## config.mk

```make
export PLATFORM = sky130hd
export DESIGN_NAME = apb_regbank_slave
export DESIGN_NICKNAME = d
export VERILOG_FILES = /design/src/rtl/apb_regbank_pkg.sv /design/src/rtl/apb_access_fsm.sv /design/src/rtl/apb_regbank_slave.sv
export SDC_FILE = /design/constraint.sdc
export NUM_CORES = 1
export LEC_CHECK = 0
export CORE_AREA = 4 4 293 295
export CTS_BUF_LIST = sky130_fd_sc_hd__clkbuf_4 sky130_fd_sc_hd__clkbuf_8
export DETAILED_ROUTE_END_ITERATION = 12
export DIE_AREA = 0 0 297 299
export PLACE_DENSITY_LB_ADDON = 0.12
export SETUP_SLACK_MARGIN = 0.3
export SLEW_MARGIN = 20
export SYNTH_ARGS = -nofsm -noshare
export SYNTH_HDL_FRONTEND = slang
export SYNTH_HIERARCHICAL = 1
export SYNTH_SLANG_ARGS = --single-unit
```

## constraint.sdc

```tcl
create_clock -name clk -period 8.8 [get_ports clk]
set_clock_uncertainty 0.1 [all_clocks]
set_input_delay 2.64 -clock clk [delete_from_list [all_inputs] [get_ports clk]]
set_output_delay 2.64 -clock clk [all_outputs]
set_load 0.01 [all_outputs]
```

## src/rtl/apb_regbank_pkg.sv

```systemverilog
// Shared definitions for the APB register bank slave.
//   state_t         : access FSM states (IDLE / ACCESS)
//   MAX_WAIT_STATES : largest wait-state count the 4-bit counter can hold
//   err_cause_t     : reason a transfer completes with pslverr
package apb_regbank_pkg;

  typedef enum logic {
    ST_IDLE,
    ST_ACCESS
  } state_t;

  localparam int unsigned MAX_WAIT_STATES = 15;

  typedef enum logic [1:0] {
    ERR_NONE  = 2'd0,
    ERR_RANGE = 2'd1,
    ERR_ALIGN = 2'd2,
    ERR_RO    = 2'd3
  } err_cause_t;

endpackage

```

## src/rtl/apb_access_fsm.sv

```systemverilog
// APB access sequencer: tracks setup/access phases and inserts wait states.
// Ports:
//   clk, preset     : clock, synchronous active-high reset
//   psel, penable   : APB control inputs
//   pready          : high for exactly the completing cycle of an access
module apb_access_fsm
  import apb_regbank_pkg::*;
#(
  parameter int unsigned WAIT_STATES = 0
) (
  input  logic clk,
  input  logic preset,
  input  logic psel,
  input  logic penable,
  output logic pready
);

  localparam logic [3:0] WAIT_LOAD = (WAIT_STATES > MAX_WAIT_STATES) ?
                                     4'(MAX_WAIT_STATES) : 4'(WAIT_STATES);

  state_t     state, state_n;
  logic [3:0] cnt, cnt_n;

  always_ff @(posedge clk) begin
    if (preset) begin
      state <= ST_IDLE;
      cnt   <= '0;
    end else begin
      state <= state_n;
      cnt   <= cnt_n;
    end
  end

  always_comb begin
    state_n = state;
    cnt_n   = cnt;
    pready  = 1'b0;
    case (state)
      ST_IDLE: begin
        // penable without a preceding setup phase is ignored here
        if (psel && !penable) begin
          state_n = ST_ACCESS;
          cnt_n   = WAIT_LOAD;
        end
      end
      ST_ACCESS: begin
        if (!psel) begin
          state_n = ST_IDLE;
          cnt_n   = '0;
        end else if (!penable) begin
          // a repeated setup phase restarts the wait sequence
          cnt_n = WAIT_LOAD;
        end else if (cnt != '0) begin
          cnt_n = cnt - 4'd1;
        end else begin
          // reset in the completing cycle suppresses the handshake
          pready  = !preset;
          state_n = ST_IDLE;
        end
      end
      default: state_n = ST_IDLE;
    endcase
  end

endmodule

```

## src/rtl/apb_regbank_slave.sv

```systemverilog
// APB slave exposing NUM_REGS word registers with byte strobes, optional
// wait states, and hardware-owned read-only registers.
// Ports:
//   clk, preset                         : clock, synchronous active-high reset
//   psel, penable, pwrite, paddr,
//   pwdata, pstrb                       : APB request
//   pready, pslverr, prdata             : APB response
//   regs_o                              : flattened RW register contents
//   hw_status_i                         : read data for RO registers
//   wr_pulse_o, rd_pulse_o              : per-register successful access strobes
module apb_regbank_slave
  import apb_regbank_pkg::*;
#(
  parameter int unsigned          DATA_W      = 32,
  parameter int unsigned          ADDR_W      = 12,
  parameter int unsigned          NUM_REGS    = 10,
  parameter int unsigned          WAIT_STATES = 0,
  parameter logic [NUM_REGS-1:0]  RO_MASK     = '0
) (
  input  logic                         clk,
  input  logic                         preset,
  input  logic                         psel,
  input  logic                         penable,
  input  logic                         pwrite,
  input  logic [ADDR_W-1:0]            paddr,
  input  logic [DATA_W-1:0]            pwdata,
  input  logic [DATA_W/8-1:0]          pstrb,
  output logic                         pready,
  output logic                         pslverr,
  output logic [DATA_W-1:0]            prdata,
  output logic [NUM_REGS*DATA_W-1:0]   regs_o,
  input  logic [NUM_REGS*DATA_W-1:0]   hw_status_i,
  output logic [NUM_REGS-1:0]          wr_pulse_o,
  output logic [NUM_REGS-1:0]          rd_pulse_o
);

  localparam int unsigned NB    = DATA_W / 8;
  localparam int unsigned OFS   = $clog2(NB);
  localparam int unsigned IDX_W = ADDR_W - OFS;

  logic                access_ready;
  logic [IDX_W-1:0]    idx;
  logic [NUM_REGS-1:0] sel;
  logic                in_range;
  logic                misalign;
  logic                ro_hit;
  err_cause_t          err_cause;
  logic                do_wr;
  logic                do_rd;
  logic [DATA_W-1:0]   rd_val;
  logic [DATA_W-1:0]   regs_q [NUM_REGS];

  apb_access_fsm #(
    .WAIT_STATES (WAIT_STATES)
  ) u_fsm (
    .clk     (clk),
    .preset  (preset),
    .psel    (psel),
    .penable (penable),
    .pready  (access_ready)
  );

  assign idx      = paddr[ADDR_W-1:OFS];
  assign misalign = |paddr[OFS-1:0];

  always_comb begin
    sel = '0;
    for (int unsigned i = 0; i < NUM_REGS; i++) begin
      sel[i] = (idx == IDX_W'(i));
    end
  end

  assign in_range = |sel;
  assign ro_hit   = |(sel & RO_MASK);

  always_comb begin
    err_cause = ERR_NONE;
    if (!in_range)             err_cause = ERR_RANGE;
    else if (misalign)         err_cause = ERR_ALIGN;
    else if (pwrite && ro_hit) err_cause = ERR_RO;
  end

  assign pready     = access_ready;
  assign pslverr    = access_ready && (err_cause != ERR_NONE);
  assign do_wr      = access_ready && (err_cause == ERR_NONE) && pwrite;
  assign do_rd      = access_ready && (err_cause == ERR_NONE) && !pwrite;
  assign wr_pulse_o = do_wr ? sel : '0;
  assign rd_pulse_o = do_rd ? sel : '0;

  always_comb begin
    rd_val = '0;
    for (int unsigned i = 0; i < NUM_REGS; i++) begin
      if (sel[i]) begin
        rd_val = RO_MASK[i] ? hw_status_i[i*DATA_W +: DATA_W] : regs_q[i];
      end
    end
  end

  assign prdata = do_rd ? rd_val : '0;

  // RO registers are tied to zero so no storage survives for them
  always_ff @(posedge clk) begin
    for (int unsigned i = 0; i < NUM_REGS; i++) begin
      if (preset || RO_MASK[i]) begin
        regs_q[i] <= '0;
      end else if (wr_pulse_o[i]) begin
        for (int unsigned k = 0; k < NB; k++) begin
          if (pstrb[k]) regs_q[i][k*8 +: 8] <= pwdata[k*8 +: 8];
        end
      end
    end
  end

  always_comb begin
    regs_o = '0;
    for (int unsigned i = 0; i < NUM_REGS; i++) begin
      regs_o[i*DATA_W +: DATA_W] = regs_q[i];
    end
  end

endmodule

```

==> flow_summary.ini <==
[outcome]
status = finished, final reports clean

[finish]
multi_input_area_sq_um = 6270
nets = 2179
area_growth_pct = 46.3
regArea_sq_um = 9710
n_fill_cell = 8500
layout-drive-gt1-share = 0.156
final_area_sq_um = 23700

[synthesis]
async_reset_ff_frac = 0
syn_area_sq_um = 16200
seq_area_frac_synth = 0.599
synthTopCellsByArea = edfxtp_1 (59%), and2_1 (12%), mux4_2 (3.9%)
synth_nets = 1659
yosysMostFrequentCell = and2_1
synth.top_cell.area_share = 0.593
postSynthAreaPerCell_sq_um = 12.6
synthFlopType = edfxtp_1
synth_edf_count = 320
synth_top_area_cell = edfxtp_1
ys_ff_latch = 325
synth_warnings = 6
yosys-top-cells-count = and2_1 (322), edfxtp_1 (320), nand2_1 (58)
ys_types = 65
syn_inst = 1285

[setup_path]
crit_fanout = 6
critPathKind = input port to primary output
cp_num_buf_inv = 4
critPathTopFamily = buffers and inverters
cp_data_arrival_time_ps = 5700
cp_slowest_stage_delay_ps = 660
required_ps = 6060
crit_path_end_kind = primary output
slowest_stage = clkdlybuf4s50_1
path_cells = clkdlybuf4s50_1, and3_1, nor3b_2, nor4b_4, buf_4, nand3_1, nor3_2, buf_4, a32oi_1, o31ai_1, clkdlybuf4s50_1
start_kind = input port

[routing]
dr.pass1.iters = 5
post_drt_via_cell_ratio = 4.62
wl_met2_mm = 38.1
highest_layer = met4
finalWirelength_mm = 87.0
post-route-drc-count = 0
wire_per_inst_um = 29.7
drt_iter0_drc = 1068
vias = 13547
route.layer.met1.wl_mm = 39.9
detail-route-antenna-nets = 0
wl_met3_mm = 7.68

[die]
dieArea_sq_um = 88800
core_area_sq_um = 83200
die_h_um = 299
rows = 106
ios = 747
die_w_um = 297
start_util = 0.195

[place]
io_buffers = 426
hpwl_mm = 66.9
gp_congestion = 0.797
postPlaceCellArea_sq_um = 22400

[global_route]
grt_start_max_net_pins = 47
antenna_found_initial = 4
grt_usage = 0.190
grt_overflow = 0
grt_pass1_vias = 13969
grt_pass1_wl_mm = 118

[pwr]
p_per_area_nw_per_um2 = 154
p_leak_nw = 8.26
power_mw = 3.65
vdd_drop_max_mv = 0.0744

[sta]
rsz0062_at_grt = true
slew-limit-headroom = 0.315
hold_viol = 0
fin_crit_ps = 8440
final_max_slew_viol_count = 0
max_freq_ghz = 0.118
post-route-period-util = 0.959
worstMarginPinSlew_ps = 1030
setup_viol = 0

[clock_network]
cts_sinks = 325
clock_latency_ps = 640
clockBufferDepth = 3
htreeDepth = 3
cts_buffers = 67
cts-root-buf = clkbuf_8
path_clk_slew_ps = 50
cts_tree = built
postCtsHoldBufs = 0

[worst_hold_path]
hp-class = register to register

[job]
cap_violations = 0
-- where the power goes --
| group | total [mW] | internal (mW) | switching [mW] |
|---|---|---|---|
| clock | 1.55 | 0.818 | 0.736 |
| combinational | 0.317 | 0.132 | 0.185 |
| sequential | 1.77 | 1.74 | 0.0371 |
-- placed cells by master, fill, tap and decap left out, drive strengths merged, types with 8 or more instances in the layout --
cell           netlist  routed
a31oi               23      23
and3                22      22
a22oi               25      25
nand3               31      31
nor2                74      74
o21bai              28      28
a221oi              24      24
edfxtp             320     320
clkdlybuf4s50        0     420
mux2i               31      31
nor3                14      14
or3                  8       8
o21ai               33      33
and2               322     322
nand2b               8       8
a21o                12      12
a2111oi             21      21
clkinv               1      21
inv                  9      13
nand2               58      58
a21oi               38      38
mux4                28      28
buf                 29     104
clkbuf              47      84
-- worst paths after layout --
| check | from | to | slack [ps] | depth (start not counted) |
|---|---|---|---|---|
| hold / removal | u_fsm/cnt[1]$_SDFFE_PP0P_ | u_fsm/cnt[1]$_SDFFE_PP0P_ | 410 | 2 |
| hold reg to reg | u_fsm/cnt[1]$_SDFFE_PP0P_ | u_fsm/cnt[1]$_SDFFE_PP0P_ | 410 | 2 |
| setup / recovery | penable | prdata[1] | 360 | 11 |
| setup reg to reg | u_fsm/cnt[0]$_SDFFE_PP0P_ | regs_q[9][16]$_SDFFCE_PN0P_ | 4350 | 10 |
-- per-layer routing --
metal | GRT usage | vias up
met4 | 0.0380 | 0
met5 | 0 | -
met2 | 0.291 | 717
met1 | 0.261 | 6836
li1 | - | 5909
met3 | 0.0647 | 85
-- state kept, by name, summed over array words and instances (netlist names) --
name and cells:
regs_q 320, u_fsm/cnt 4, u_fsm/state 1
-- repair_timing --
action,CTS,global route
endpoints found under the hold margin,0,0
endpoints found under the setup margin,26,12
resized for setup,16,5
buffers inserted,0,3
cloned,0,0
pin swaps,0,2
-- final cells by class --
| cell class | count | area share |
|---|---|---|
| sequential | 325 | 0.409 |
| multi-input combinational | 874 | 0.264 |
| timing repair buffer | 527 | 0.216 |
| tap | 1080 | 0.0569 |
| clock buffer | 84 | 0.0445 |
| clock inverter | 27 | 0.00749 |
| inverter | 10 | 0.00158 |
| antenna | 5 | 0.000527 |
-- per-stage QoR --
stage	setup TNS, ps	util	setup WS, ps	hold WS, ps	instances
global placement	-81.4	0.269	-81.4	388	2813
global route	0	0.285	253	441	2929
floorplan	0	-	964	372	1285
finish	0	0.285	361	409	2932
detailed placement	-140	0.269	-140	393	2813
CTS	0	0.285	350	407	2924
-- worst min-delay path: stages (launching register included) --
cell     delay [ps]
dfxtp_1         310
inv_1            70
o32ai_1          80
-- kinds of logic (layout without fill, tap and decap cells) --
logic type / Yosys count / after routing / synth area share
AOI/OAI and AO/OA: 244 / 244 / 0.106
adders and majority gates: 1 / 1 / 0.000771
buffers and inverters: 86 / 648 / 0.0227
DFF: 325 / 325 / 0.599
muxes: 62 / 62 / 0.0601
other: 0 / 5 / 0
and+or+nand+nor: 567 / 567 / 0.211
No activity file was read; power rests on OpenSTA's default activity.
==> patch: new RTL, same settings <==
Reset style: asynchronous (`preset`), changed in one clocked block. Comments in the files are not updated.
--- a/src/rtl/apb_access_fsm.sv
+++ b/src/rtl/apb_access_fsm.sv
@@ -22,5 +22,5 @@
   logic [3:0] cnt, cnt_n;
 
-  always_ff @(posedge clk) begin
+  always_ff @(posedge clk or posedge preset) begin
     if (preset) begin
       state <= ST_IDLE;
Formal check against the unedited RTL: no difference found for any inputs over 4 cycles, from zero or initial values and one cycle with preset high; that may be too few to reach the edited logic, so the function may still have changed.
==> patch against the original RTL <==
Total power rose by 2.1%. Sequential cell count unchanged. Worst setup slack improved by 0.013 ns. Maximum frequency up 0.16%. Count of clock-buffer cells in the layout decreased by 1. Largest power group unchanged. Via count fell by 0.64%. Register-to-register slack worse by 0.05 ns. Synthesized area is essentially flat. Non-clock buffer count decreased by 2. Critical endpoint is now prdata[20]. Cell area down 0.21%. Sequential share of layout area grew 0.19 points. Wire length is 0.75% higher.
==> patch: results (changes against the original RTL) <==
status completed; Leak 0.00816 uW (-1.2%); clk_lat worst skew 0.64 ns (about the same); GR Util All Layers 19.2% (+0.23 points); Syn Nets 1653 (-0.36%); port bufs 426 (unchanged); initial antenna violation count 6 (+2); HP Class flop to flop; Netlist cell types 65 (unchanged); Top FF cell, synth edfxtp_1; cell count after synthesis 1279 (-0.47%); Synth Area in Compound Gates 10.7% (+0.11 points); WL per Instance 30.0 um (+0.99%); worst-margin pin slew 1.17 ns (+0.142 ns); registers with the most flip-flops regs_q x320, u_fsm/cnt x4, u_fsm/state x1; RR Startpoint u_fsm/cnt[0]; XOR/XNOR share of the synthesized area 0% (unchanged); Async S/R FF share, synth 1.54% (+1.5 points); routed wire length 87700 um (+0.75%); Final #Nets 2170 (-0.41%); Worst Setup Slack post-DPL -0.126 ns (+0.0138 ns); Synth top cells by count and2_1 (322), edfxtp_1 (320), nand2_1 (57); number of global-route vias before repair 14200 (+1.5%); share of cells above drive strength 1 15.4% (-0.21 points); Setup TNS 0 ns (unchanged); worst-path fanout max 35 (+29); startpoint of the worst hold path u_fsm/cnt[0]; number of DRC markers in iteration 0 1070 (+0.19%); 1st-pass router iterations 5 (unchanged); global-route wire length before repair 119000 um (+0.53%); largest net degree at the start of global routing 46 (-2.1%); sequential area share after synthesis 60.1% (+0.20 points); post-synthesis adder-cell area fraction 0.0772% (about the same); HPWL after DPL 66400 um (-0.83%); worst hold endpoint u_fsm/cnt[0]; CTS Buf Count 66 (-1.5%); antenna viol nets, final 0 (unchanged); RD Place Congestion 0.785 (-1.6%); CTS max path bufs 3 (unchanged); Worst EP arrival 5.69 ns (about the same); htree depth 3 (unchanged); grt ovf 0 (unchanged); Worst R2R Path Depth 10 (unchanged); mux cell area share after synthesis 5.95% (-0.057 points); Hold Path Depth 1 (-1); maximum vdd drop 0.0806 mV (+8.3%); Placed Instances 2807 (-0.21%); total number of yosys warnings 6 (unchanged); Layout fillers 8568 (+0.80%); RR Endpoint regs_q[7][13]; R2R Setup Slk 4.30 ns (-0.05 ns); count of flip-flops with a built-in enable after synthesis 320 (unchanged); largest cells by area after synthesis edfxtp_1 (59%), and2_1 (12%), mux4_2 (3.9%), nor2_4 (1.9%), mux2i_1 (1.9%); Clock transition at path regs 0.05 ns (about the same); CTS Root Cell clkbuf_8; vias per cell 4.60 (-0.40%)
## patch: changes by cell type after synthesis, moves of 2 or more
cell and delta:
nand3_1 -2, dfrtp_1 +5, o21ai_0 +3, nor2b_1 -2
or3_1 -2, nand4_1 -2, dfxtp_1 -5
## patch: worst max path at each step
stage / startpoint / to / slack, ns
global route: psel / prdata[28] / 0.24
detailed placement: paddr[9] / prdata[16] / -0.13
global placement: paddr[9] / prdata[16] / -0.11
finish: psel / prdata[20] / 0.37
CTS: paddr[10] / prdata[30] / 0.25
floorplan: psel / prdata[16] / 0.97
## patch: report_power, final
group	internal (uW)	leakage, uW	switching [uW]	total [uW]
Clock	811	0.000642	722	1530
Combinational	168	0.00422	210	377
Sequential	1760	0.00331	54.1	1810
## patch: final cells by class
type	instances	area, um2	share of cell area, %
sequential	325	9730	41.1
multi-input combinational	867	6200	26.2
timing repair buffer	525	5110	21.6
tap	1080	1350	5.71
clock buffer	83	1040	4.40
clock inverter	29	188	0.792
inverter	11	41.3	0.174
antenna	5	12.5	0.0528
## patch: cells by family (layout without fill, tap and decap cells)
group                    after synthesis  in the layout
multiplexers                          61             61
adder cells (fa/ha/maj)                1              1
flip-flops                           325            325
other                                  0              5
AO/OA/AOI/OAI                        247            247
AND/OR/NAND/NOR                      558            558
buffers and inverters                 87            648
## patch: metrics by stage
step | hold WS, ns | cell area (um2) | total power [uW]
2_1_floorplan | 0.387 | 16200 | 1940
3_3_place_gp | 0.419 | 22400 | 2220
3_5_place_dp | 0.444 | 22400 | 2220
4_1_cts | 0.449 | 23600 | 3780
5_1_grt | 0.486 | 23700 | 3870
6_report | 0.458 | 23700 | 3720
## patch: worst max-delay path, stage by stage
cell	delay, ns
clkdlybuf4s50_1	0.56
and3_1	0.23
nor3b_2	0.22
nor4b_2	0.25
buf_4	0.18
buf_4	0.20
nand2_2	0.08
buf_12	0.18
nor3_1	0.43
clkdlybuf4s50_1	0.63
## patch: repair_timing
action | in CTS | in global routing
resized for setup | 18 | 5
cloned | 0 | 0
buffers inserted | 0 | 1
endpoints found under the setup margin | 36 | 27
hold endpoints to repair | 0 | 0
pin swaps | 1 | 1
## patch: layer usage
layer	routed length [um]	global-route usage, %
met3	9240	7.40
met4	1530	4.06
met2	37900	29.3
met1	39100	25.9
met5	14	0
